### src/rtl/pwm_pkg.sv
// pwm_pkg: register map of the multi-channel PWM peripheral
package pwm_pkg;
  localparam int unsigned ADDR_OUT_EN = 0;
  localparam int unsigned ADDR_PWM_EN = 1;
  localparam int unsigned ADDR_PERIOD = 2;
  localparam int unsigned ADDR_PRESC  = 3;
  localparam int unsigned ADDR_DUTY0  = 4;
endpackage

### src/rtl/pwm_timebase.sv
// pwm_timebase: prescaled PWM counter producing wrap and period-start pulses
module pwm_timebase #(
  parameter int CNT_W   = 8,
  parameter int PRESC_W = 8
) (
  input  logic               clk,
  input  logic               rst,
  input  logic [CNT_W-1:0]   period_i,
  input  logic [PRESC_W-1:0] presc_i,
  output logic [CNT_W-1:0]   cnt_o,
  output logic               wrap_o,
  output logic               period_start_o
);
  logic [PRESC_W-1:0] presc_cnt_q, presc_cnt_d;
  logic [CNT_W-1:0]   cnt_q, cnt_d;
  logic               period_start_q;
  logic               tick;
  // prescaler tick, counter wrap on the tick that reaches the period, next counts
  always_comb begin
    tick        = presc_cnt_q == presc_i;
    wrap_o      = tick && cnt_q == period_i;
    presc_cnt_d = tick ? '0 : presc_cnt_q + PRESC_W'(1);
    cnt_d       = wrap_o ? '0 : tick ? cnt_q + CNT_W'(1) : cnt_q;
  end
  // counter state; period_start is high in the first cycle the counter is 0
  always_ff @(posedge clk) begin
    if (rst) begin
      presc_cnt_q    <= '0;
      cnt_q          <= '0;
      period_start_q <= 1'b0;
    end else begin
      presc_cnt_q    <= presc_cnt_d;
      cnt_q          <= cnt_d;
      period_start_q <= wrap_o;
    end
  end
  assign cnt_o          = cnt_q;
  assign period_start_o = period_start_q;
endmodule

### src/rtl/pwm_multi_channel.sv
// pwm_multi_channel: N-channel PWM with staged config and shadowed duty/period/prescaler
module pwm_multi_channel
  import pwm_pkg::*;
#(
  parameter int NUM_CH  = 16,
  parameter int CNT_W   = 8,
  parameter int PRESC_W = 8,
  parameter int DATA_W  = 16,
  parameter int ADDR_W  = 5
) (
  input  logic              clk,
  input  logic              rst,
  input  logic              cfg_we,
  input  logic              cfg_re,
  input  logic [ADDR_W-1:0] cfg_addr,
  input  logic [DATA_W-1:0] cfg_wdata,
  output logic [DATA_W-1:0] cfg_rdata,
  output logic [NUM_CH-1:0] out,
  output logic              period_start
);
  logic [NUM_CH-1:0]  out_en_q, out_en_d, pwm_en_q, pwm_en_d, out_q, lvl;
  logic [CNT_W-1:0]   period_stg_q, period_stg_d, period_q, cnt;
  logic [PRESC_W-1:0] presc_stg_q, presc_stg_d, presc_q;
  logic [CNT_W-1:0]   duty_stg_q [NUM_CH];
  logic [CNT_W-1:0]   duty_stg_d [NUM_CH];
  logic [CNT_W-1:0]   duty_q [NUM_CH];
  logic [DATA_W-1:0]  rdata_q, rdata_d, rd;
  logic [31:0]        addr;
  logic               wrap;
  assign addr = 32'(cfg_addr);
  pwm_timebase #(.CNT_W(CNT_W), .PRESC_W(PRESC_W)) u_tb (
    .clk           (clk),
    .rst           (rst),
    .period_i      (period_q),
    .presc_i       (presc_q),
    .cnt_o         (cnt),
    .wrap_o        (wrap),
    .period_start_o(period_start)
  );
  // register-file write decode and read mux; unmapped addresses read as zero
  always_comb begin
    out_en_d     = (cfg_we && addr == ADDR_OUT_EN) ? cfg_wdata[NUM_CH-1:0] : out_en_q;
    pwm_en_d     = (cfg_we && addr == ADDR_PWM_EN) ? cfg_wdata[NUM_CH-1:0] : pwm_en_q;
    period_stg_d = (cfg_we && addr == ADDR_PERIOD) ? cfg_wdata[CNT_W-1:0] : period_stg_q;
    presc_stg_d  = (cfg_we && addr == ADDR_PRESC) ? cfg_wdata[PRESC_W-1:0] : presc_stg_q;
    rd = addr == ADDR_OUT_EN ? DATA_W'(out_en_q) :
         addr == ADDR_PWM_EN ? DATA_W'(pwm_en_q) :
         addr == ADDR_PERIOD ? DATA_W'(period_stg_q) :
         addr == ADDR_PRESC  ? DATA_W'(presc_stg_q) : '0;
    for (int i = 0; i < NUM_CH; i++) begin
      duty_stg_d[i] = (cfg_we && addr == ADDR_DUTY0 + 32'(i)) ? cfg_wdata[CNT_W-1:0] : duty_stg_q[i];
      rd = addr == ADDR_DUTY0 + 32'(i) ? DATA_W'(duty_stg_q[i]) : rd;
    end
    rdata_d = cfg_re ? rd : rdata_q;
  end
  // staged configuration registers and read-data register
  always_ff @(posedge clk) begin
    if (rst) begin
      out_en_q     <= '0;
      pwm_en_q     <= '0;
      period_stg_q <= '1;
      presc_stg_q  <= '0;
      duty_stg_q   <= '{default: '0};
      rdata_q      <= '0;
    end else begin
      out_en_q     <= out_en_d;
      pwm_en_q     <= pwm_en_d;
      period_stg_q <= period_stg_d;
      presc_stg_q  <= presc_stg_d;
      duty_stg_q   <= duty_stg_d;
      rdata_q      <= rdata_d;
    end
  end
  // shadows pick up staged values only at the counter wrap, so a period never mixes settings
  always_ff @(posedge clk) begin
    if (rst) begin
      period_q <= '1;
      presc_q  <= '0;
      duty_q   <= '{default: '0};
    end else if (wrap) begin
      period_q <= period_stg_q;
      presc_q  <= presc_stg_q;
      duty_q   <= duty_stg_q;
    end
  end
  for (genvar c = 0; c < NUM_CH; c++) begin : g_ch
    assign lvl[c] = (cnt < duty_q[c]) | (duty_q[c] > period_q);
  end
  // gated channel outputs; a disabled PWM on an enabled channel drives constant high
  always_ff @(posedge clk) begin
    out_q <= rst ? '0 : out_en_q & (~pwm_en_q | lvl);
  end
  assign out       = out_q;
  assign cfg_rdata = rdata_q;
endmodule

### config.mk
export PLATFORM = sky130hd
export DESIGN_NAME = pwm_multi_channel
export DESIGN_NICKNAME = d
export VERILOG_FILES = /design/src/rtl/pwm_pkg.sv /design/src/rtl/pwm_timebase.sv /design/src/rtl/pwm_multi_channel.sv
export SDC_FILE = /design/constraint.sdc
export NUM_CORES = 1
export LEC_CHECK = 0
export CORE_MARGIN = 8
export CORE_UTILIZATION = 30
export DETAILED_ROUTE_END_ITERATION = 12
export PLACE_DENSITY = 0.5
export SETUP_SLACK_MARGIN = 0.5
export SYNTH_ARGS = -nofsm -noshare
export SYNTH_HDL_FRONTEND = slang
export SYNTH_SLANG_ARGS = --single-unit
### constraint.sdc
create_clock -name clk -period 2.52 [get_ports clk]
set_clock_uncertainty 0.05 [all_clocks]
set_input_delay 0.252 -clock clk [delete_from_list [all_inputs] [get_ports clk]]
set_output_delay 0.252 -clock clk [all_outputs]
set_load 0.01 [all_outputs]
# Word-level counts from Yosys, hierarchy flattened
# Index checks and enable logic that the tools add are counted.
# Widths: inputs -> output; s select.
# word_totals
ff_bits	369
out_inout_bits	33
word_cells	161
# op_classes
addsub	2
order_cmp	32
eq_ne	21
mux	20
bitwise_logic	19
n_reduce_logical	24
# op_table
operator	n
$mux 16	18
$gt 8x8->1	16
$lt 8x8->1	16
$eq 5x4->1 const B	8
$logic_not 32->1	1
$logic_and 1x1->1	21
$eq 5x3->1 const B	4
$eq 5x5->1 const B	4
$add 8x1->8 const B	2
$and 16x16->16	1
$eq 8x8->1	2
$mux 8	2
$not 16->16	1
$or 1x1->1	16
$or 16x16->16	1
$eq 5x2->1 const B	2
$eq 5x1->1 const B	1
$reduce_or 2->1	2

# Longest topological paths before layout
# depth
word_depth	21
ltp_mapped	10

# Cells and area by module
# Synthesis repeated with hierarchy kept, for this count alone.
# hier_totals
hier_cells	2413
area_unflattened_um2	21119.0
# by_module_without_submodules
module	n_inst	cells_per_inst	area_per_inst_um2
pwm_multi_channel	1	2295	20033.0
pwm_timebase	1	118	1086.0

# Worst setup path before layout
# No wires, ideal clock.
# synth_timing
path_kind	register -> register
start	register period_q[3]
end	register out_q[11], in the netlist out[11]
arrival_ps	1855
required_ps	2336
path_slack_ps	480
stages_incl_launch_ff	9
period_less_slack_ps	2040
path_cell_list	dfxtp_1 inv_1 ha_1 and3_1 o21a_1 a2111oi_0 o21ai_0 o211ai_1 a41oi_1
# synth_between
elab_chain_cells	4
# synth_rtl
element	line_no	rtl
start, declared	pwm_multi_channel.sv:22	logic [CNT_W-1:0] period_stg_q, period_stg_d, period_q, cnt;
start signal, assigned	pwm_multi_channel.sv:81	period_q <= period_stg_q;
$gt 8x8->1	pwm_multi_channel.sv:87	assign lvl[c] = (cnt < duty_q[c]) | (duty_q[c] > period_q);
$or 1x1->1	pwm_multi_channel.sv:87	
$or 16x16->16	pwm_multi_channel.sv:91	out_q <= rst ? '0 : out_en_q & (~pwm_en_q | lvl);
$and 16x16->16	pwm_multi_channel.sv:91	
end signal, assigned	pwm_multi_channel.sv:91	
end, declared	pwm_multi_channel.sv:21	logic [NUM_CH-1:0] out_en_q, out_en_d, pwm_en_q, pwm_en_d, out_q, lvl;
# Every way passes these cells.
# A chain may end at the register's enable or synchronous reset.

# Worst setup path after layout
# layout_timing
start	register period_q[1]
end	register out_q[2], in the netlist out[2]
# The elaborated chain is that of the path after synthesis.

==> impl_metrics.env <==
export IMPL_switchingPower_mw=3.50
export IMPL_async_flop_share=0
export IMPL_ys_warnings_count=0
export IMPL_synth_net_count=2652
export IMPL_leakagePower_nw=12.1
export IMPL_synth_seq_cells=369
export IMPL_worst_r2r_cell_count=10
export IMPL_critical_path_class="reg2reg"
export IMPL_p_clk_frac=0.510
export IMPL_portBuffers=57
export IMPL_tritoncts="built"
export IMPL_numCtsBuffers=46
export IMPL_rsz0062_at_grt="true"
export IMPL_fin_crit_ps=2090
export IMPL_setup_viol=0
export IMPL_synth_ff_type="dfxtp_1"
export IMPL_outcome="completed"
export IMPL_start_kind="flop"
export IMPL_synth_edf_count=0
export IMPL_grt_pass1_vias=18000
export IMPL_hold_depth=4
export IMPL_antenna_left=0
export IMPL_p_seq_frac=0.412
export IMPL_gp_routability_congestion=0.957
export IMPL_cts_sinks=369
export IMPL_post_route_util=0.379
export IMPL_power_frac_comb=0.077
export IMPL_swShare=0.244
export IMPL_drc=0
export IMPL_vdd_ir_drop_max_mv=0.523
export IMPL_finalMaxSlewViolations=0
export IMPL_vias_per_cell=5.20
export IMPL_worst_slack_ps=429
export IMPL_yosysUniqueCellTypes=81
export IMPL_min_path_type="in2reg"
export IMPL_max_freq_mhz=478
export IMPL_die_w_microns=281
export IMPL_relSlewSlack=0.557
export IMPL_tns_ps=0
export IMPL_crit_required_ps=2940
export IMPL_finish_instance_area_sq_mm=0.0264
export IMPL_gr_total_overflow=0
export IMPL_tightest_slew_ps=664
export IMPL_max_cap_viol_count=0
export IMPL_rows=97
export IMPL_end_kind="flop"
export IMPL_die_area_sq_mm=0.0787
export IMPL_clockRootBuffer="clkbuf_16"
export IMPL_holdPathEnd="out_en_q[3]"
export IMPL_start_util=0.301
export IMPL_clkTransAtPathRegs_ps=60
export IMPL_crit_fanout=6
export IMPL_dr_pass1_iters=6
export IMPL_cp_arrival_ps=2510
export IMPL_post_drt_wl_per_cell_microns=22.7
export IMPL_place_hpwl_microns=58000
export IMPL_dr_total_vias=18200
export IMPL_die_y_microns=281
export IMPL_core_area_sq_mm=0.0697
export IMPL_avgSynthCellArea_sq_um=8.80
export IMPL_grt_usage=0.194
export IMPL_syn_area_sq_mm=0.0210
export IMPL_pin_count=58
export IMPL_cts_max_level=2
export IMPL_grt_pass1_wl_microns=117000
export IMPL_cts_buffer_depth=3
export IMPL_period_share=0.830
export IMPL_grt_max_degree=64
export IMPL_finish_net_count=2797
export IMPL_place_area_sq_mm=0.0234
export IMPL_drt_iter0_drc=1273
export IMPL_hold_viol_final=0
export IMPL_worstHoldStart="cfg_we"
export IMPL_timing_rr_end="out[2]"
export IMPL_intPower_mw=10.8
export IMPL_reg2reg_from="period_q[1]"
export IMPL_cellPowerDensity_mw_per_mm2=543
export IMPL_yosysSeqAreaShare=0.352
export IMPL_netlist_instances=2385
export IMPL_syn2layout_area_growth_pct=25.7
export IMPL_antenna_found_initial=2
export IMPL_rrSetupSlack_ps=430
export IMPL_fill_cells=7023
export IMPL_drive_gt1_frac=0.159
export IMPL_clk_latency_ps=580
export IMPL_dp_slack_ps=-255
export IMPL_drt_total_wl_microns=79600
synth_stat cells (4+ instances only):
cell,n,area share
o2111ai_1,4,0.0017
nand2_1,141,0.025
nand3_2,6,0.0029
o221ai_1,4,0.0017
nand2b_1,25,0.0075
nand3_1,94,0.022
buf_2,38,0.0091
inv_1,167,0.030
a21o_1,38,0.014
nand3b_1,9,0.0032
a221oi_1,4,0.0017
mux2i_1,263,0.13
o211ai_1,8,0.0029
o22ai_1,15,0.0045
nor4_1,4,0.0012
a211o_1,23,0.0096
a311oi_1,5,0.0021
nor2_1,332,0.059
o21a_1,8,0.0029
nor3_1,6,0.0014
nor2b_1,33,0.0098
dfxtp_1,369,0.35
o21bai_1,18,0.0064
a211oi_1,6,0.0021
nand4_1,16,0.0048
xnor2_1,11,0.0046
a22o_1,4,0.0017
ha_1,242,0.14
a31oi_1,34,0.010
o31ai_1,7,0.0025
buf_4,11,0.0039
a21oi_1,152,0.036
o21ai_0,68,0.016
a22oi_1,15,0.0054
a2111oi_0,5,0.0021
buf_6,10,0.0054
mux2_2,16,0.0086
clkbuf_1,72,0.013
o21ai_1,5,0.0012
and3_1,17,0.0051
xor2_1,18,0.0075
what timing repair did:
| action | 4_1_cts | 5_1_grt |
|---|---|---|
| resized for setup | 95 | 74 |
| cloned | 2 | 5 |
| endpoints found under the hold margin | 22 | 0 |
| pin swaps | 35 | 58 |
| buffers inserted | 19 | 6 |
| setup endpoints to repair | 169 | 174 |
| hold buffers | 1 | 0 |
power groups by stage:
stage	combinational, mW	clock, mW	sequential [mW]
after floorplan	0.584	0	6.03
after global placement	1.02	0	6.04
after detailed placement	1.03	0	6.04
after CTS	1.07	7.44	5.91
after global routing	1.19	7.66	5.91
final	1.11	7.31	5.91
worst max-delay path: stages, from the launching register on:
cell	delay, ps
dfxtp_4	350
clkinvlp_4	150
buf_12	200
ha_4	240
nor2b_2	150
o21ai_2	150
a21oi_2	70
a211o_1	260
o21ai_1	80
a311oi_1	120
buf_4	150
state kept, by name (all words and copies together) (netlist names):
name	cells
period_q	8
pwm_en_q	16
cfg_rdata	16
presc_q	8
u_tb.cnt_o	8
duty_stg_q	128
u_tb.period_start_o	1
presc_stg_q	8
out_en_q	16
u_tb.presc_cnt_q	8
duty_q	128
period_stg_q	8
out	16
through the flow:
step                      cells  total power [mW]  hold WS [ps]
after global placement     3389              7.06           402
after detailed placement   3389              7.07           406
final                      3507              14.3           155
after global routing       3506              14.8           157
after CTS                  3495              14.4           118
after floorplan            2385              6.61           338
layout by cell type (no fill, tap or decap), types with 16 or more instances in the layout:
master / synthesis / final
nand4_1: 16 / 16
o21bai_1: 18 / 16
a21o_1: 38 / 38
buf_12: 0 / 25
xor2_1: 18 / 17
clkdlybuf4s50_1: 0 / 52
mux2_2: 16 / 16
nand2b_1: 25 / 24
nand3_1: 94 / 87
buf_4: 11 / 125
a211o_1: 23 / 23
a21oi_2: 0 / 17
a21oi_1: 152 / 135
mux2i_1: 263 / 260
dfxtp_1: 369 / 358
o21ai_1: 5 / 18
o21ai_0: 68 / 52
ha_1: 242 / 212
nor2_1: 332 / 332
nor2b_1: 33 / 31
ha_4: 0 / 30
inv_1: 167 / 161
a31oi_1: 34 / 27
nand2_1: 141 / 140
clkbuf_16: 0 / 51
cells by family (layout without fill, tap and decap cells):
group / after synthesis / in the layout / share of synthesized area
compound gates: 451 / 451 / 0.137
xor+xnor: 29 / 29 / 0.0121
buf+inv: 300 / 481 / 0.0615
simple gates: 713 / 713 / 0.157
flops: 369 / 369 / 0.352
fa+ha+maj: 242 / 242 / 0.144
other cells: 0 / 1 / 0
mux: 281 / 281 / 0.136
layout make-up:
class | count | area [sq um] | share of cell area
Multi-Input combinational cell | 1716 | 13100 | 0.495
Sequential cell | 369 | 7410 | 0.281
Timing Repair Buffer | 229 | 2390 | 0.0905
Clock buffer | 59 | 1290 | 0.0490
Tap cell | 940 | 1180 | 0.0446
Inverter | 168 | 649 | 0.0246
Clock inverter | 25 | 390 | 0.0148
Antenna cell | 1 | 2.50 | 0.0000949
metal layers:
metal	track usage	routed length, microns	vias up
li1	-	-	8672
met1	0.265	37200	9023
met2	0.319	36800	415
met3	0.0246	3320	120
met4	0.0517	2230	0
met5	0	0	-
worst max-delay path by stage:
stage / endpoint / startpoint / cells past startpoint / slack [ps]
6_report: out[2] / period_q[1] / 10 / 430
5_1_grt: out[11] / period_q[4] / 9 / 370
4_1_cts: out[0] / u_tb.cnt_o[2] / 9 / 370
3_5_place_dp: cfg_rdata[2] / cfg_addr[3] / 8 / -250
3_3_place_gp: cfg_rdata[2] / cfg_addr[3] / 8 / -240
2_1_floorplan: out[11] / period_q[3] / 8 / 510
No activity file was read; power rests on OpenSTA's default activity.
